===== src/rtl/irq_pkg.sv =====
// Shared constants, group codes, FSM state type and channel indexing for the interrupt request source.
package irq_pkg;
   localparam int NCH     = 9;
   localparam int NGRP    = 3;
   localparam int TIMEOUT = 255;

   localparam logic [1:0] GRP_A = 2'd0;
   localparam logic [1:0] GRP_B = 2'd1;
   localparam logic [1:0] GRP_C = 2'd2;

   typedef enum logic [1:0] {IDLE, REQ, SVC} state_e;

   // Flat event/pending bit number for a group/channel pair; only meaningful for legal codes.
   function automatic logic [4:0] chan_index(input logic [1:0] grp, input logic [3:0] chan);
      logic [5:0] idx;
      idx = {4'b0, grp} * 6'(NCH) + {2'b0, chan};
      return idx[4:0];
   endfunction
endpackage


===== src/rtl/irq_edge_bank.sv =====
// Rising-edge capture into pending bits for one group; set is visible the cycle after the edge.
// A new edge coinciding with a clear wins, so the bit stays pending.
module irq_edge_bank
   import irq_pkg::*;
(
   input  logic           clk,
   input  logic           rst,
   input  logic [NCH-1:0] evt_i,
   input  logic [NCH-1:0] clr_i,
   output logic [NCH-1:0] pend_o
);
   logic [NCH-1:0] evt_prev_q;
   logic [NCH-1:0] pend_q;
   logic [NCH-1:0] pend_d;

   assign pend_d = (pend_q & ~clr_i) | (evt_i & ~evt_prev_q);
   assign pend_o = pend_q;

   always_ff @(posedge clk) begin
      if (rst) begin
         evt_prev_q <= '0;
         pend_q     <= '0;
      end else begin
         evt_prev_q <= evt_i;
         pend_q     <= pend_d;
      end
   end
endmodule


===== src/rtl/irq_request_source.sv =====
// Request side of a 27-channel interrupt controller: pending capture, request buses, ack/EOI FSM.
// irq_o rises two cycles after an event edge; acks are only accepted (ack_ready_o) in REQ.
module irq_request_source
   import irq_pkg::*;
(
   input  logic        clk,
   input  logic        rst,
   input  logic [26:0] evt_i,
   input  logic [8:0]  en_i,
   output logic [8:0]  req_a_o,
   output logic [8:0]  req_b_o,
   output logic [8:0]  req_c_o,
   output logic        irq_o,
   input  logic        ack_valid_i,
   input  logic [1:0]  ack_grp_i,
   input  logic [3:0]  ack_chan_i,
   output logic        ack_ready_o,
   input  logic        eoi_i,
   output logic        in_service_o,
   output logic [1:0]  svc_grp_o,
   output logic [3:0]  svc_chan_o,
   output logic        err_o,
   output logic        timeout_o,
   input  logic        clr_err_i
);
   state_e      state_q, state_d;
   logic [7:0]  cnt_q, cnt_d;
   logic        err_q, err_d;
   logic        to_q, to_d;
   logic [1:0]  svc_grp_q, svc_grp_d;
   logic [3:0]  svc_chan_q, svc_chan_d;

   logic [8:0]  pend_a, pend_b, pend_c;
   logic [26:0] pend_all;
   logic [31:0] pend_ext;
   logic [15:0] en_ext;
   logic [26:0] clr_all;
   logic [4:0]  ack_idx;
   logic        ack_ok;
   logic        any_en;
   logic        in_req;
   logic        err_set;
   logic        to_set;

   irq_edge_bank u_bank_a (.clk(clk), .rst(rst), .evt_i(evt_i[8:0]),   .clr_i(clr_all[8:0]),   .pend_o(pend_a));
   irq_edge_bank u_bank_b (.clk(clk), .rst(rst), .evt_i(evt_i[17:9]),  .clr_i(clr_all[17:9]),  .pend_o(pend_b));
   irq_edge_bank u_bank_c (.clk(clk), .rst(rst), .evt_i(evt_i[26:18]), .clr_i(clr_all[26:18]), .pend_o(pend_c));

   assign pend_all = {pend_c, pend_b, pend_a};
   // Zero padding keeps out-of-range ack codes from indexing past the real bits.
   assign pend_ext = {5'b0, pend_all};
   assign en_ext   = {7'b0, en_i};
   assign in_req   = (state_q == REQ);
   assign any_en   = |(pend_all & {3{en_i}});
   assign ack_idx  = chan_index(ack_grp_i, ack_chan_i);
   assign ack_ok   = ack_valid_i && in_req && (ack_grp_i < 2'(NGRP)) && (ack_chan_i < 4'(NCH))
                     && pend_ext[ack_idx] && en_ext[ack_chan_i];

   always_comb begin
      clr_all = '0;
      if (ack_ok) clr_all[ack_idx] = 1'b1;
   end

   always_comb begin
      state_d    = state_q;
      cnt_d      = '0;
      svc_grp_d  = svc_grp_q;
      svc_chan_d = svc_chan_q;
      err_set    = 1'b0;
      to_set     = 1'b0;
      case (state_q)
         IDLE: begin
            if (any_en) state_d = REQ;
            if (eoi_i) err_set = 1'b1;
         end
         REQ: begin
            cnt_d = (cnt_q == 8'(TIMEOUT)) ? cnt_q : cnt_q + 8'd1;
            if (eoi_i) err_set = 1'b1;
            if (ack_ok) begin
               state_d    = SVC;
               cnt_d      = '0;
               svc_grp_d  = ack_grp_i;
               svc_chan_d = ack_chan_i;
            end else begin
               if (ack_valid_i) err_set = 1'b1;
               if (cnt_q == 8'(TIMEOUT - 1)) to_set = 1'b1;
               if (!any_en) state_d = IDLE;
            end
         end
         SVC: begin
            if (eoi_i) state_d = IDLE;
         end
         default: state_d = IDLE;
      endcase
      err_d = err_set ? 1'b1 : (clr_err_i ? 1'b0 : err_q);
      to_d  = to_set  ? 1'b1 : (clr_err_i ? 1'b0 : to_q);
   end

   always_ff @(posedge clk) begin
      if (rst) begin
         state_q    <= IDLE;
         cnt_q      <= '0;
         err_q      <= 1'b0;
         to_q       <= 1'b0;
         svc_grp_q  <= '0;
         svc_chan_q <= '0;
      end else begin
         state_q    <= state_d;
         cnt_q      <= cnt_d;
         err_q      <= err_d;
         to_q       <= to_d;
         svc_grp_q  <= svc_grp_d;
         svc_chan_q <= svc_chan_d;
      end
   end

   assign req_a_o      = pend_a & en_i & {9{in_req}};
   assign req_b_o      = pend_b & en_i & {9{in_req}};
   assign req_c_o      = pend_c & en_i & {9{in_req}};
   assign irq_o        = in_req;
   assign ack_ready_o  = in_req;
   assign in_service_o = (state_q == SVC);
   assign svc_grp_o    = svc_grp_q;
   assign svc_chan_o   = svc_chan_q;
   assign err_o        = err_q;
   assign timeout_o    = to_q;
endmodule

===== config.mk =====
export PLATFORM = sky130hd
export DESIGN_NAME = irq_request_source
export DESIGN_NICKNAME = d
export VERILOG_FILES = /design/src/rtl/irq_pkg.sv /design/src/rtl/irq_edge_bank.sv /design/src/rtl/irq_request_source.sv
export SDC_FILE = /design/constraint.sdc
export NUM_CORES = 1
export LEC_CHECK = 0
export ABC_AREA = 1
export BUFFER_PORTS_ARGS = -buffer_cell sky130_fd_sc_hd__buf_4
export CAP_MARGIN = 15
export CORE_MARGIN = 2
export CORE_UTILIZATION = 54
export CTS_CLUSTER_SIZE = 20
export DETAILED_ROUTE_END_ITERATION = 8
export PLACE_DENSITY_LB_ADDON = 0.3
export SLEW_MARGIN = 20
export SYNTH_ARGS = -nofsm -noshare
export SYNTH_HDL_FRONTEND = slang
export SYNTH_SLANG_ARGS = --single-unit

===== constraint.sdc =====
create_clock -name clk -period 3.15 [get_ports clk]
set_input_delay 0.63 -clock clk [delete_from_list [all_inputs] [get_ports clk]]
set_output_delay 0.63 -clock clk [all_outputs]
set_load 0.03 [all_outputs]

# Word-level counts from Yosys, hierarchy flattened
# Cells that the tools add are included.
[classes]
mux = 22
multipliers = 1
bitwise = 23
order_cmp = 5
n_eq_ne = 7
add_sub_neg = 2
reduce_logical = 13
[op_table]
columns = ["cell", "n"]
rows = [
  ["$and A9 B9 Y9", 12],
  ["$not A9 Y9", 6],
  ["$and A27 B27 Y27", 1],
  ["$mux W27", 1],
  ["$or A9 B9 Y9", 3],
  ["$reduce_or A27 Y1", 1],
  ["$eq A8 B8 Y1 const B", 2],
  ["$mux W1", 12],
  ["$add A8 B1 Y8 const B", 1],
  ["$mux W2", 4],
  ["$logic_and A1 B1 Y1", 6],
  ["$lt A5 B6 Y1 const B", 1],
  ["$pmux W2 S3", 1],
  ["$add A5 B4 Y5", 1],
  ["$bmux W1 S5", 1],
  ["$demux W1 S5", 1],
  ["$ge A5 B1 Y1 const B", 1],
  ["$lt A4 B5 Y1 const B", 1],
  ["$mul A2 B4 Y5 const B", 1],
  ["$bmux W1 S4", 1],
  ["$lt A4 B4 Y1 const B", 1],
  ["$ne A2 B2 Y1 const B", 2],
  ["$reduce_bool A2 Y1", 2],
  ["$ne A3 B3 Y1 const B", 1],
  ["other kinds (9)", 9],
]
[totals]
out_inout_bits = 38
reg_bits = 72
elab_cells = 85
in_bits = 47

# Longest topological paths before layout
# Gate-level depths: netlist (run 1).
[logic_depth]
depth_word = 10
mapped_depth = 18
ltp_nobuf = 16

# Modules after synthesis
# A second synthesis (run 1) with hierarchy kept.
[unflattened]
hier_cells = 620
area_unflattened_um2 = 4160.2
[modules_own_cells]
columns = ["mod", "area_per_inst_um2", "cells_per_inst", "seq_area_each_um2", "n_inst"]
rows = [
  ["irq_edge_bank", 706.9, 84, 360.3, 3],
  ["irq_request_source", 2039.5, 368, 360.3, 1],
]

# Worst setup path before layout (run 1)
# No wires, ideal clock.
[synth_timing]
kind = "input-to-reg"
start = "in ack_grp_i[1]"
end = "reg err_q (netlist: err_o)"
arrival_ns = 2.653
path_slack_ns = 0.382
n_path_buf = 2
setup_time_ns = 0.115
cell_stages = 13
cell_sequence = "ha_1 ha_1 fa_1 buf_2 inv_1 nand2_1 nand2_1 a21oi_2 nand3_2 buf_6 inv_2 nor2_1 o21a_1"
[synth_between]
elab_chain_cells = 9
word_cells_on_any_way = 13
cone_classes = "1 x add/sub; 1 x mul; 1 x order compare; 5 x mux; 5 x reduce/logical"
[synth_lines]
columns = ["item", "line", "source"]
rows = [
  ["from (decl)", "irq_request_source.sv:15", "input logic [1:0] ack_grp_i,"],
  ["$mul A2 B4 Y5", "irq_pkg.sv:16", "idx = {4'b0, grp} * 6'(NCH) + {2'b0, chan};"],
  ["$add A5 B4 Y5", "irq_pkg.sv:16", ""],
  ["$bmux W1 S5", "irq_request_source.sv:57", "&& pend_ext[ack_idx] && en_ext[ack_chan_i];"],
  ["$mux W1 (not written as such)", "irq_request_source.sv:57", ""],
  ["$logic_and A1 B1 Y1 * (2 in series)", "irq_request_source.sv:57", ""],
  ["$mux W1 *", "irq_request_source.sv:79", "if (ack_ok) begin"],
  ["$pmux W1 S2 *", "irq_request_source.sv:71", "case (state_q)"],
  ["$mux W1 / $reduce_bool A2 Y1 (equally long branches)", "-", ""],
  ["to (signal assigned)", "irq_request_source.sv:110", "err_q <= err_d;"],
  ["to (decl)", "irq_request_source.sv:28", "logic err_q, err_d;"],
]
# Every way passes the cells marked *; elsewhere a longest branch is shown, timed or not. The select of a mux whose other input is x is not followed.
# A chain may end at the register's enable or synchronous reset.

# Worst setup path after layout (run 1)
[layout_timing]
start = "reg state_q[0]"
end = "out req_c_o[6]"
[layout_between]
elab_chain_cells = 2
[layout_lines]
columns = ["item", "line", "source"]
rows = [
  ["from (decl)", "irq_request_source.sv:26", "state_e state_q, state_d;"],
  ["from (signal assigned)", "irq_request_source.sv:108", "state_q <= state_d;"],
  ["$eq A2 B1 Y1", "irq_request_source.sv:53", "assign in_req = (state_q == REQ);"],
  ["$and A9 B9 Y9", "irq_request_source.sv:119", "assign req_c_o = pend_c & en_i & {9{in_req}};"],
  ["to (decl)", "irq_request_source.sv:12", "output logic [8:0] req_c_o,"],
]
# Every way passes these cells.

==> results_dict.tcl, run 1 <==
set metrics [dict create \
    crit_family "buffers and inverters" \
    fin_area_um2 4591 \
    die_x_um 86.35 \
    gp_congestion 0.9223 \
    pin_count 85 \
    finalSetupTns_ns 0 \
    max_stage_delay_ns 0.62 \
    layout_common_cells "205 x nand2_1, 94 x buf_4, 88 x inv_1, 84 x nor2_1, 72 x dfxtp_1" \
    h-tree-depth 3 \
    grt_overflow 0 \
    synth_area_um2 3662 \
    cts_setup_buffers 0 \
    cts_made_buffers 9 \
    hold_depth 1 \
    start_util 0.5481 \
    required_ns 2.52 \
    worstReg2RegStart "state_q[0]" \
    synthTopCellsByArea "dfxtp_1 39%, nand2_1 21%, inv_1 9.0%" \
    drv_cap 0 \
    hold_path.class "register to register" \
    grt_use_met2 0.4762 \
    fmax_ghz 0.3513 \
    vdd_drop_max_mv 0.3005 \
    slowest_stage "clkinv_1" \
    viasPerCell 5.057 \
    p_total_mw 2.302 \
    fin_skew_ns 0.01669 \
    cts_tree "built" \
    crit_arrival_ns 2.22 \
    fp.dieH_um 86.35 \
    grt_max_degree 39 \
    cts_resized 0 \
    area_growth_pct 25.35 \
    grt_first_pass_wirelength_um 16700 \
    p_per_area_nw_per_um2 501.5 \
    r2r_cells 11 \
    finalNonFillerCells 756 \
    crit_type "register to output pin" \
    numClockSinks 72 \
    wl_per_cell_um 13.40 \
    gr-usage-met1 0.3759 \
    routed_wl_um 10130 \
    grt_pass1_vias 3608 \
    worstReg2RegEnd "err_o" \
    ys_seq_elements 72 \
    drt_pass1_iterations 5 \
    synth_largest_area_cell "dfxtp_1" \
    path_cells "inv_1, nor2_2, clkinv_1, nor2_1, buf_4" \
    antenna_found_initial 0 \
    period_needed_ns 2.847 \
    rrSetupSlack_ns 1.19 \
    post_dp_cell_area_um2 4380 \
    dp_cells 741 \
    insertion_delay_ns 0.35 \
    slew_viol_final 0 \
    top_usage_layer "met2" \
    min_to "u_bank_b.pend_o[2]" \
    setup_viol 0 \
    antenna_left 0 \
    io_buffer_count 84 \
    ctsHoldBuffers 0 \
    maxSlewHeadroom 0.5377 \
    yosysWarnings 0 \
    path_buf_inv 3 \
    post_synth_num_cell_types 30 \
    status "finished, final reports clean" \
    num_rows 30 \
    synth_cells 583 \
    whs_ns 0.4089 \
    cellLeakagePower_nw 2.402 \
    n_antenna_cell 0 \
    final_common_cell "nand2_1" \
    drcViolationCount 0 \
    dpl_worst_slack_ns 0.04532 \
    final_util 0.6871 \
    vias 3823 \
    setup_ws_ns 0.3034 \
    coreArea_um2 6681 \
    yosysSeqAreaShare 0.3936 \
    worstMarginPinSlew_ns 0.6892 \
    crit_fanout 27 \
    nets 727 \
    synth_top_area_frac 0.3936 \
    grt_setup_unrepaired "false" \
    start_kind "register" \
    syn_area_per_cell_um2 6.282 \
    ctsLongestPathBuffers 2 \
    path_depth 5 \
    fin_crit_sh 0.9037 \
    dp_hpwl_um 7653 \
    final-hold-violation-count 0 \
    path_clk_slew_ns 0.08 \
    drive_gt1_frac 0.1790 \
    root_buffer "clkbuf_8" \
    worstSetupEndpointType "output pin" \
    hp-start "u_bank_b.evt_prev_q[2]" \
    grt_use_total 0.2846 \
    drt-initial-drc-count 219 \
    synthesis.nets 638 \
    die-area_um2 7456 \
    use_met3 0.05524 \
]
-- cells by family after synthesis --
| logic type | Yosys count | synth area share |
|---|---|---|
| buf+inv | 108 | 0.1182 |
| fa+ha+maj | 8 | 0.02938 |
| compound gates | 60 | 0.08576 |
| flops | 72 | 0.3936 |
| simple gates | 331 | 0.3635 |
| xor+xnor | 4 | 0.009568 |
-- worst max path at each step --
| stage | to | from | slack (ns) |
|---|---|---|---|
| 3_5_place_dp | err_o | ack_grp_i[1] | 0.05 |
| 5_1_grt | req_a_o[8] | state_q[0] | 0.07 |
| 3_3_place_gp | err_o | ack_grp_i[1] | 0.12 |
| 6_report | req_c_o[6] | state_q[0] | 0.30 |
| 4_1_cts | req_a_o[8] | state_q[0] | 0.27 |
| 2_1_floorplan | err_o | ack_grp_i[1] | 0.38 |
-- report_power, final --
group / total, mW / switching (mW) / internal (mW)
clock network: 0.784 / 0.341 / 0.443
logic: 0.512 / 0.327 / 0.185
registers: 1.01 / 0.0353 / 0.971
-- sequential cells by signal (all words and copies together) (netlist names) --
name,flops
cnt_q,8
err_o,1
state_q,2
svc_chan_o,4
svc_grp_o,2
timeout_o,1
u_bank_a.evt_prev_q,9
u_bank_a.pend_o,9
u_bank_b.evt_prev_q,9
u_bank_b.pend_o,9
u_bank_c.evt_prev_q,9
u_bank_c.pend_o,9
-- layout make-up --
class	count	area, um^2
fillers	602	2091
multi-input cells	403	1788
repair buffers	94	705.7
clock buffers	10	127.6
clock inverters	5	82.58
well taps	80	100.1
inverters	92	345.3
flip-flops and latches	72	1441
-- cell usage after synthesis, drive strengths merged --
library cell / n
a21oi: 8
a31oi: 3
buf: 9
clkbuf: 7
clkinv: 1
dfxtp: 72
fa: 1
ha: 7
inv: 91
nand2: 205
nand3: 20
nand3b: 2
nand4: 6
nor2: 88
nor3: 7
nor4: 1
o21a: 1
o21ai: 48
or2: 2
xnor2: 2
xor2: 2
-- worst register-to-register path: cells and delay by family (launching register included) --
kind | cells | cell delay [ns]
simple gates | 5 | 0.66
flops | 1 | 0.34
buf+inv | 3 | 0.40
compound gates | 3 | 0.45
-- per-layer routing --
metal	vias up	wire (um)
met4	0	180
li1	1949	-
met1	1726	4382
met3	16	721
met5	-	0
met2	132	4846
No activity file was read; power rests on OpenSTA's default activity.
==> run 2: changes to the inputs <==
--- a/config.mk
+++ b/config.mk
@@ -12,6 +12,7 @@
 export CORE_UTILIZATION = 54
 export CTS_CLUSTER_SIZE = 20
 export DETAILED_ROUTE_END_ITERATION = 8
+export GPL_TIMING_DRIVEN = 0
 export PLACE_DENSITY_LB_ADDON = 0.3
 export SLEW_MARGIN = 20
 export SYNTH_ARGS = -nofsm -noshare
==> run 2 against run 1 <==
Clock power up 3.8%; register-to-register slack got worse by 0.06 ns; worst hold slack is essentially flat; maximum frequency fell by 5.5%; critical path depth grew 9; worst setup slack got worse by 0.17 ns; flip-flop and latch count stayed put; core utilization up 0.41 points; final cell count rose by 0.93%; clock-buffer cell count unchanged; clock skew is 0.0076 ns lower; critical endpoint is now u_bank_b.pend_o[0]; largest power group unchanged.
==> results_dict.tcl, run 2 (synthesis results as in run 1) <==
set metrics [dict create \
    cts_made_buffers 9 \
    fp.dieH_um 86.35 \
    grt_use_total 0.2939 \
    fin_area_um2 4618 \
    root_buffer "clkbuf_8" \
    ctsHoldBuffers 0 \
    period_needed_ns 3.012 \
    p_total_mw 2.338 \
    wl_per_cell_um 13.88 \
    fill_cells 584 \
    fmax_ghz 0.3320 \
    io_buffer_count 84 \
    grt_pass1_vias 3659 \
    max_stage_delay_ns 0.48 \
    viasPerCell 5.143 \
    grt_first_pass_wirelength_um 16990 \
    maxSlewHeadroom 0.6340 \
    required_ns 3.40 \
    fin_crit_sh 0.9562 \
    worstMarginPinSlew_ns 0.5490 \
    grt_max_degree 13 \
    status "finished, final reports clean" \
    crit_arrival_ns 3.26 \
    slew_viol_final 0 \
    crit_fanout 8 \
    hold_path.class "register to register" \
    vias 3924 \
    nets 733 \
    die-area_um2 7456 \
    path_cells "buf_4, ha_1, ha_1, fa_1, buf_2, inv_1, nand2_1, nand2_1, a21oi_2, nand3_2, nor2_2, nand2_1, nand2_1, o21ai_0" \
    ctsLongestPathBuffers 2 \
    post_dp_cell_area_um2 4393 \
    routed_wl_um 10590 \
    num_rows 30 \
    finalSetupTns_ns 0 \
    drt_pass1_iterations 5 \
    slowest_stage "fa_1" \
    path_clk_slew_ns 0.08 \
    die_x_um 86.35 \
    pin_count 85 \
    numClockSinks 72 \
    drt-initial-drc-count 250 \
    area_growth_pct 26.10 \
    drv_cap 0 \
    dp_hpwl_um 7972 \
    h-tree-depth 3 \
    antenna_left 0 \
    crit_type "primary input to register" \
    drive_gt1_frac 0.1772 \
    final-hold-violation-count 0 \
    coreArea_um2 6681 \
    vdd_drop_max_mv 0.2870 \
    gp_congestion 0.9397 \
    cts_tree "built" \
    worstSetupEndpointType "register" \
    grt_setup_unrepaired "false" \
    drcViolationCount 0 \
    cellLeakagePower_nw 2.404 \
    layout_common_cells "205 x nand2_1, 88 x inv_1, 86 x buf_4, 84 x nor2_1, 72 x dfxtp_1" \
    antenna_found_initial 0 \
    crit_top_cell "nand2_1" \
    start_util 0.5481 \
    n_antenna_cell 0 \
    final_common_cell "nand2_1" \
    grt_overflow 0 \
    p_per_area_nw_per_um2 506.2 \
    fin_skew_ns 0.009088 \
    setup_viol 0 \
    insertion_delay_ns 0.36 \
    start_kind "primary input" \
]
## run 2: where the power goes
group / total [mW] / switching (mW) / internal (mW)
combinational: 0.517 / 0.335 / 0.182
sequential: 1.01 / 0.0351 / 0.971
clock: 0.814 / 0.351 / 0.463
## run 2: layout make-up
cell class              count  area (um^2)  share of cell area
multi-input cells         403         1793              0.3882
well taps                  80        100.1             0.02167
clock buffers              10        137.6             0.02980
repair buffers             84        630.6              0.1365
inverters                  92        345.3             0.07478
clock inverters             6        82.58             0.01788
plain buffers              16        87.58             0.01897
flip-flops and latches     72         1441              0.3121
## run 2: per-layer routing
metal  share of wire  global-route usage
met1            0.43              0.3796
met2            0.47              0.4902
met3           0.076             0.06381
met4           0.018             0.09375
met5               0                   0
## run 2: worst max-delay path, delay by kind of cell
family,cells,cell delay [ns]
adder cells (fa/ha/maj),3,1.01
AO/OA/AOI/OAI,2,0.21
buffers and inverters,3,0.52
AND/OR/NAND/NOR,6,0.90
## run 2: timing repair
item / CTS / global route
setup buffers: 0 / 0
setup endpoints to repair: 0 / 3
gates resized for setup: 0 / 1
## run 2: per-stage QoR
stage               setup WS [ns]  hold WS, ns    util  instances
floorplan                  0.3821       0.3895       -        583
global placement          -0.1050       0.3919  0.6575        747
detailed placement        -0.1361       0.3978  0.6575        747
CTS                        0.1992       0.4089  0.6904        763
global route            0.0008014       0.4245  0.6912        763
finish                     0.1379       0.4084  0.6912        763
## run 2: path summary, 6_finish.rpt
check	endpoint	startpoint	depth (start not counted)	slack, ns
hold reg to reg	u_bank_a.pend_o[3]	u_bank_a.evt_prev_q[3]	1	0.41
setup / recovery	u_bank_b.pend_o[0]	ack_grp_i[1]	14	0.14
setup reg to reg	u_bank_b.pend_o[0]	state_q[0]	11	1.13
hold / removal	u_bank_a.pend_o[3]	u_bank_a.evt_prev_q[3]	1	0.41
==> run 3: changes to the inputs <==
--- a/config.mk
+++ b/config.mk
@@ -14,6 +14,7 @@
 export DETAILED_ROUTE_END_ITERATION = 8
 export GPL_TIMING_DRIVEN = 0
 export PLACE_DENSITY_LB_ADDON = 0.3
+export REMOVE_ABC_BUFFERS = 1
 export SLEW_MARGIN = 20
 export SYNTH_ARGS = -nofsm -noshare
 export SYNTH_HDL_FRONTEND = slang
==> run 3 against run 2 <==
Final cell count shrank 1.6%; largest cell class unchanged; die area is the same; worst hold slack gained 0.0011 ns; highest routed layer unchanged; clock-buffer cell count shrank 1; sequential share of layout area grew 0.28 points; core utilization shrank 0.62 points; critical path depth shrank 1; combinational power shrank 2%; maximum frequency grew 0.59%; power shrank 0.71%; global-route usage shrank 2.6 points.
==> results_dict.tcl, run 3 (synthesis results as in run 1) <==
set metrics [dict create \
    cts_tree "built" \
    drt-initial-drc-count 284 \
    rrSetupSlack_ns 1.08 \
    fp.dieH_um 86.35 \
    setup_viol 0 \
    fmax_ghz 0.3340 \
    cts_made_buffers 9 \
    crit_type "primary input to register" \
    worstMarginPinSlew_ns 0.6867 \
    root_buffer "clkbuf_8" \
    finalNonFillerCells 751 \
    insertion_delay_ns 0.35 \
    final_common_cell "nand2_1" \
    crit_family "adder cells" \
    start_kind "primary input" \
    hold_depth 1 \
    final-hold-violation-count 0 \
    path_buf_inv 2 \
    grt_max_degree 39 \
    io_buffer_count 84 \
    required_ns 3.38 \
    cellLeakagePower_nw 2.368 \
    r2r_cells 11 \
    numClockSinks 72 \
    crit_fanout 9 \
    layout_common_cells "205 x nand2_1, 88 x inv_1, 87 x buf_4, 84 x nor2_1, 72 x dfxtp_1" \
    drcViolationCount 0 \
    nets 721 \
    dp_cells 731 \
    fin_crit_sh 0.9506 \
    hold_path.class "register to register" \
    crit_top_cell "nand2_1" \
    h-tree-depth 3 \
    drt_pass1_iterations 5 \
    min_to "u_bank_b.pend_o[8]" \
    crit_start "ack_grp_i[1]" \
    coreArea_um2 6681 \
    grt_first_pass_wirelength_um 15750 \
    grt_overflow 0 \
    period_needed_ns 2.994 \
    slowest_stage "fa_2" \
    die-area_um2 7456 \
    drv_cap 0 \
    drive_gt1_frac 0.1759 \
    gp_congestion 0.9176 \
    grt_use_total 0.2683 \
    viasPerCell 5.085 \
    area_growth_pct 24.97 \
    worstReg2RegEnd "u_bank_b.pend_o[4]" \
    n_antenna_cell 0 \
    finalSetupTns_ns 0 \
    antenna_left 0 \
    routed_wl_um 10010 \
    pin_count 85 \
    dp_hpwl_um 7331 \
    die_x_um 86.35 \
    p_per_area_nw_per_um2 507.2 \
    worstReg2RegStart "state_q[0]" \
    slew_viol_final 0 \
    fin_skew_ns 0.01064 \
    status "finished, final reports clean" \
    path_clk_slew_ns 0.08 \
    antenna_found_initial 0 \
    ctsHoldBuffers 0 \
    wl_per_cell_um 13.33 \
    worstSetupEndpointType "register" \
    path_cells "buf_4, ha_1, ha_1, fa_2, inv_1, nand2_1, nand2_1, a21oi_2, nand3_4, nor2_4, nand2_1, nand2_1, o21ai_0" \
    maxSlewHeadroom 0.5393 \
    grt_pass1_vias 3450 \
    grt_setup_unrepaired "false" \
    ctsLongestPathBuffers 2 \
    hp-start "u_bank_b.evt_prev_q[8]" \
    vias 3819 \
    start_util 0.5481 \
    max_stage_delay_ns 0.63 \
    vdd_drop_max_mv 0.4075 \
    crit_arrival_ns 3.23 \
    final_util 0.6850 \
    num_rows 30 \
]
run 3: repair_timing:
item                       CTS  global route
cloned                       0             1
gates resized for setup      3             1
setup buffers                0             3
pin swaps                    0             1
setup endpoints to repair   18            22
run 3: where the power goes:
group / internal, mW / total, mW / switching, mW
clock network: 0.447 / 0.810 / 0.364
registers: 0.971 / 1.00 / 0.0333
logic: 0.176 / 0.507 / 0.331
run 3: how the worst max path moves through the flow:
stage,end,slack [ns],cells past startpoint
after floorplan,req_a_o[8],0.09,4
after global placement,u_bank_a.pend_o[1],-0.62,13
after detailed placement,u_bank_c.pend_o[2],-0.62,13
after CTS,u_bank_c.pend_o[2],0.05,13
after global routing,u_bank_a.pend_o[5],0.04,15
final,u_bank_b.pend_o[4],0.16,13
run 3: layout make-up:
| type | instances | area [um^2] |
|---|---|---|
| Inverter | 92 | 345.3 |
| Fill cell | 614 | 2105 |
| Tap cell | 80 | 100.1 |
| Clock inverter | 7 | 95.09 |
| Clock buffer | 9 | 123.9 |
| Multi-Input combinational cell | 404 | 1818 |
| Timing Repair Buffer | 87 | 653.1 |
| Sequential cell | 72 | 1441 |
run 3: through the flow:
| step | area, um^2 | total power, mW | hold WS [ns] | worst slack, ns |
|---|---|---|---|---|
| after floorplan | 3575 | 1.329 | 0.3898 | 0.09472 |
| after global placement | 4305 | 1.502 | 0.3927 | -0.6228 |
| after detailed placement | 4305 | 1.511 | 0.3993 | -0.6217 |
| after CTS | 4542 | 2.318 | 0.4137 | 0.05203 |
| after global routing | 4577 | 2.436 | 0.4247 | 0.03754 |
| final | 4577 | 2.321 | 0.4095 | 0.1556 |
run 3: layer usage:
| metal | routed length (um) | global-route usage | part of all wire |
|---|---|---|---|
| met4 | 128 | 0.05398 | 0.013 |
| met5 | 0 | 0 | 0 |
| met2 | 4809 | 0.4615 | 0.48 |
| met3 | 659 | 0.06762 | 0.066 |
| met1 | 4415 | 0.3423 | 0.44 |
